==> config.mk <==
export PLATFORM = sky130hd
export DESIGN_NAME = jump_timing_fsm
export DESIGN_NICKNAME = d
export VERILOG_FILES = /design/src/rtl/jump_timing_fsm.sv
export SDC_FILE = /design/constraint.sdc
export NUM_CORES = 1
export LEC_CHECK = 0
export CAP_MARGIN = 10
export CELL_PAD_IN_SITES_DETAIL_PLACEMENT = 0
export CELL_PAD_IN_SITES_GLOBAL_PLACEMENT = 1
export CORE_MARGIN = 1
export CORE_UTILIZATION = 35
export CTS_BUF_LIST = sky130_fd_sc_hd__clkbuf_4 sky130_fd_sc_hd__clkbuf_8 sky130_fd_sc_hd__clkbuf_16
export CTS_CLUSTER_SIZE = 10
export DETAILED_ROUTE_END_ITERATION = 8
export PLACE_DENSITY_LB_ADDON = 0.2
export SETUP_SLACK_MARGIN = 0.3
export SLEW_MARGIN = 10
export SYNTH_ARGS = -nofsm -noshare
export SYNTH_HDL_FRONTEND = slang
export SYNTH_SLANG_ARGS = --single-unit
==> constraint.sdc <==
create_clock -name frame_clk -period 2.1 [get_ports frame_clk]
set_clock_uncertainty 0.2 [all_clocks]
set_input_delay 0.42 -clock frame_clk [delete_from_list [all_inputs] [get_ports frame_clk]]
set_output_delay 0.42 -clock frame_clk [all_outputs]
set_load 0.1 [all_outputs]
==> src/rtl/jump_timing_fsm.sv <==
// Frame-rate game controller: keycode-driven IDLE/PLAY/STOP FSM with a
// platform-load strobe, plus a two-stage jump/acceleration frame timer.
//
// Ports:
//   frame_clk   - frame clock, all state moves on its rising edge
//   Reset       - asynchronous, active-high reset
//   keycode     - current keycode (0 = no key)
//   jump_reset  - synchronous clear of both counters (wins over enable)
//   jump_enable - stage-1 count enable
//   frame_cnt   - stage-1 frame counter
//   acc_cnt     - stage-2 acceleration counter, stepped while frame_cnt MSB set
//   outstate    - 000 IDLE, 001 PLAY, 010 STOP
//   loadplat    - high for the first PLAY frame only
module jump_timing_fsm #(
  parameter int unsigned CNT_WIDTH   = 7,
  parameter int unsigned ACC_WIDTH   = 2,
  parameter logic [7:0]  START_KEY   = 8'd40,
  parameter logic [7:0]  STOP_KEY    = 8'd41,
  parameter logic [7:0]  RESTART_KEY = 8'd21
) (
  input  logic                 frame_clk,
  input  logic                 Reset,
  input  logic [7:0]           keycode,
  input  logic                 jump_reset,
  input  logic                 jump_enable,
  output logic [CNT_WIDTH-1:0] frame_cnt,
  output logic [ACC_WIDTH-1:0] acc_cnt,
  output logic [2:0]           outstate,
  output logic                 loadplat
);

  typedef enum logic [2:0] {
    IDLE = 3'b000,
    PLAY = 3'b001,
    STOP = 3'b010
  } stateT;

  stateT      state;
  stateT      stateNext;
  logic       loadNext;
  logic [7:0] prevKey;
  logic       startEv;
  logic       stopEv;
  logic       restartEv;

  // A held key fires once; it re-arms when the keycode changes.
  assign startEv   = (keycode == START_KEY)
                  && (prevKey != START_KEY);
  assign stopEv    = (keycode == STOP_KEY)
                  && (prevKey != STOP_KEY);
  assign restartEv = (keycode == RESTART_KEY)
                  && (prevKey != RESTART_KEY);

  always_ff @(posedge frame_clk or posedge Reset) begin
    if (Reset) begin
      state    <= IDLE;
      loadplat <= 1'b0;
      prevKey  <= 8'd0;
    end else begin
      state    <= stateNext;
      loadplat <= loadNext;
      prevKey  <= keycode;
    end
  end

  always_comb begin
    stateNext = IDLE;
    loadNext  = 1'b0;
    case (state)
      IDLE: stateNext = startEv   ? PLAY : IDLE;
      PLAY: stateNext = stopEv    ? STOP : PLAY;
      STOP: stateNext = restartEv ? IDLE : STOP;
      default: stateNext = IDLE;
    endcase
    // Strobe lands on the same edge that first loads PLAY.
    loadNext = (stateNext == PLAY) && (state != PLAY);
  end

  assign outstate = state;

  // Stage 2 is level-enabled by the registered stage-1 MSB.
  always_ff @(posedge frame_clk or posedge Reset) begin
    if (Reset) begin
      frame_cnt <= '0;
      acc_cnt   <= '0;
    end else begin
      if (jump_reset)
        frame_cnt <= '0;
      else if (jump_enable)
        frame_cnt <= frame_cnt + 1'b1;

      if (jump_reset)
        acc_cnt <= '0;
      else if (frame_cnt[CNT_WIDTH-1])
        acc_cnt <= acc_cnt + 1'b1;
    end
  end

endmodule

==> results.yml <==
clock_tree:
  cts_buffer_depth: 2
  clock_latency_ns: 0.29
  cts_sinks: 20
  htreeDepth: 1
  cts_buffers: 3
  root_buffer: "clkbuf_4"
  clk_pin_slew_ns: 0.11
  cts_tree: "built"
sta:
  rsz0062_at_grt: "false"
  hold_violations: 0
  finalCritPeriodShare: 0.7715
  fin_ws_ns: 0.4798
  finalMaxSlewViolations: 0
  tightest_slew_ns: 0.5233
  setup_viol: 0
  max_slew_margin: 0.6508
  fmax_ghz: 0.6172
  setup_tns_ns: 0
  period_needed_ns: 1.620
logic_synthesis:
  synthMuxAreaShare: 0.01183
  synth_area_um2: 845.8
  synth_nets: 85
  yosys-top-cells-area: "dfrtp_1 (59%), nor2_1 (4.9%), xor2_1 (4.1%)"
  synth_common_cells: "dfrtp_1 (20), nor2_1 (11), nand2_1 (4), xor2_1 (4), nand4_1 (3)"
  yosysUniqueCellTypes: 28
  synth-compound-area-share: 0.06805
  synth_edf_count: 0
  yosysWarnings: 0
  synth_top_family_by_area: "simple AND/OR/NAND/NOR gates"
  ys_ff_latch: 20
  async_flop_share: 1.000
  synth_top_area_frac: 0.5917
  syn-mean-instance-area_um2: 11.75
  yosysMostFrequentCell: "dfrtp_1"
  synthCells: 72
  synthAdderAreaFrac: 0.01479
  synth_largest_area_cell: "dfrtp_1"
  synth-simple-area-share: 0.2293
  synth-xor-area-share: 0.06213
  seq_area_frac_synth: 0.5917
  synth_top_flop_cell: "dfrtp_1"
route:
  wl_per_cell_um: 13.68
  drt_iter0_drc: 9
  drc: 0
  viasPerCell: 5.039
  antenna_left: 0
  num_vias: 650
  drt_wl_total_um: 1765
  firstDrtPassIters: 3
critical_path:
  rr_startpoint: "frame_cnt[0]$_DFFE_PP0P_"
  cp_top_family: "flip-flops"
  critPathMaxStageDelay_ns: 0.53
  slowest_stage: "dfrtp_4"
  crit_buf_inv: 1
  path_class: "flop to output port"
  crit_chain: "buf_12"
  endpoint_kind: "output port"
  crit_required_ns: 1.48
  start_kind: "flop"
  critPathArrivalTime_ns: 1.00
  critPathLaunch: "frame_cnt[0]$_DFFE_PP0P_"
  worst-path-max-fanout: 4
power:
  finalPower_uw: 776.1
  power.share.clock: 0.260
  p_sw_uw: 224.2
  netSwitchingFraction: 0.2889
  power_density_mw_per_mm2: 598.7
  seqPwrFrac: 0.538
  p_comb_frac: 0.202
  intPower_uw: 551.9
  irDropWorstVdd_uv: 395.5
  leakagePower_uw: 0.0005384
cells_and_area:
  drive_gt1_frac: 0.2772
  diodes: 0
  area_growth_pct: 53.25
  fin_nets: 115
  fin_util: 0.5749
floorplanning:
  core_region_area_mm2: 0.002255
  dieHeight_um: 51.16
  fp.dieW_um: 51.16
  rows: 17
  dieArea_mm2: 0.002617
  start_util: 0.3751
  pin_count: 25
grt:
  grt_first_pass_wirelength_um: 3049
  grt_pass1_vias: 667
  grt_overflow: 0
  grtUsageTotal: 0.1621
  grt_max_degree: 15
  antenna_found_initial: 0
placement:
  pre_cts_slack_ns: 0.06607
  gp_congestion: 0.7230
  dp_hpwl_um: 1316
  port_buffers: 23
hold_path:
  min_path_type: "input pin to async pin"
run:
  drv_cap: 0
status:
  outcome: "finished, final reports clean"
[cell type report]
type | count | area, µm²
fill | 193 | 958.4
sequential | 20 | 510.5
timing repair buffer | 27 | 380.4
multi-input combinational | 49 | 336.6
tap | 28 | 35.03
clock buffer | 4 | 30.03
inverter | 1 | 3.754
[worst paths after layout]
check,endpoint,cells after the start,slack [ns]
max,frame_cnt[0],1,0.48
min,acc_cnt[1]$_DFFE_PP0P_,2,0.25
max reg2reg,frame_cnt[6]$_DFFE_PP0P_,4,0.55
min reg2reg,acc_cnt[1]$_DFFE_PP0P_,2,0.40
max in group asynchronous,prevKey[6]$_DFF_PP0_,3,0.95
min in group frame_clk,prevKey[4]$_DFF_PP0_,1,0.40
[flip-flops by register name (all words and copies together) (netlist names)]
| name | flops |
|---|---|
| prevKey | 8 |
| outstate | 2 |
| frame_cnt | 7 |
| acc_cnt | 2 |
| loadplat | 1 |
[power by group through the flow]
stage / sequential (µW) / clock, µW / combinational, µW
after detailed placement: 425 / 0 / 156
after CTS: 418 / 204 / 157
after global routing: 421 / 228 / 167
after floorplan: 471 / 0 / 40.8
after global placement: 425 / 0 / 155
final: 418 / 202 / 157
[placed cells by master, fill, tap and decap left out]
cell type	Yosys	final
xnor2_1	2	2
inv_1	1	1
o211ai_1	1	1
dfrtp_1	20	16
or4bb_1	2	2
a21oi_1	2	2
mux2i_1	1	1
nor4bb_1	1	1
clkbuf_4	0	4
nand3_1	1	1
ha_1	1	1
and4bb_2	1	1
or4_1	1	1
dfrtp_2	0	2
o211ai_2	1	1
nor4b_2	0	1
nor3b_1	1	1
buf_4	1	4
nor2_1	11	11
nor2b_1	2	2
nand2_1	4	4
nand2b_1	1	1
or4b_4	1	1
dfrtp_4	0	2
or3_1	2	2
o2bb2ai_1	2	2
nand4_1	3	3
buf_12	0	12
clkdlybuf4s50_1	0	11
conb_1	1	1
o21ai_0	2	2
xor2_1	4	4
[cell families (layout without fill, tap and decap cells)]
group	Yosys count	after routing
and+or+nand+nor	32	32
DFF	20	20
AOI/OAI and AO/OA	8	8
xor gates and xnor gates	6	6
buffers and inverters	3	32
adders and majority gates	1	1
other	1	1
muxes	1	1
[metal layers]
layer  global-route usage  vias up  wire, µm
li1                     -      310         -
met4              0.08333        0        16
met1               0.2065      323       786
met3              0.02679        2        67
met5                    0        -         0
met2               0.2632       15       894
[through the flow]
step	area, µm²	hold WS (ns)	cells
2_1_floorplan	855.8	0.1837	72
3_3_place_gp	1260	0.3816	125
3_5_place_dp	1260	0.3828	125
4_1_cts	1290	0.2759	129
5_1_grt	1296	0.2919	129
6_report	1296	0.2495	129
[timing repair]
item | in CTS | in global routing
hold buffers | 0 | 0
gates resized for setup | 0 | 1
buffers inserted | 0 | 0
setup endpoints to repair | 0 | 1
hold endpoints to repair | 0 | 0
(Power assumes the default switching activity.)
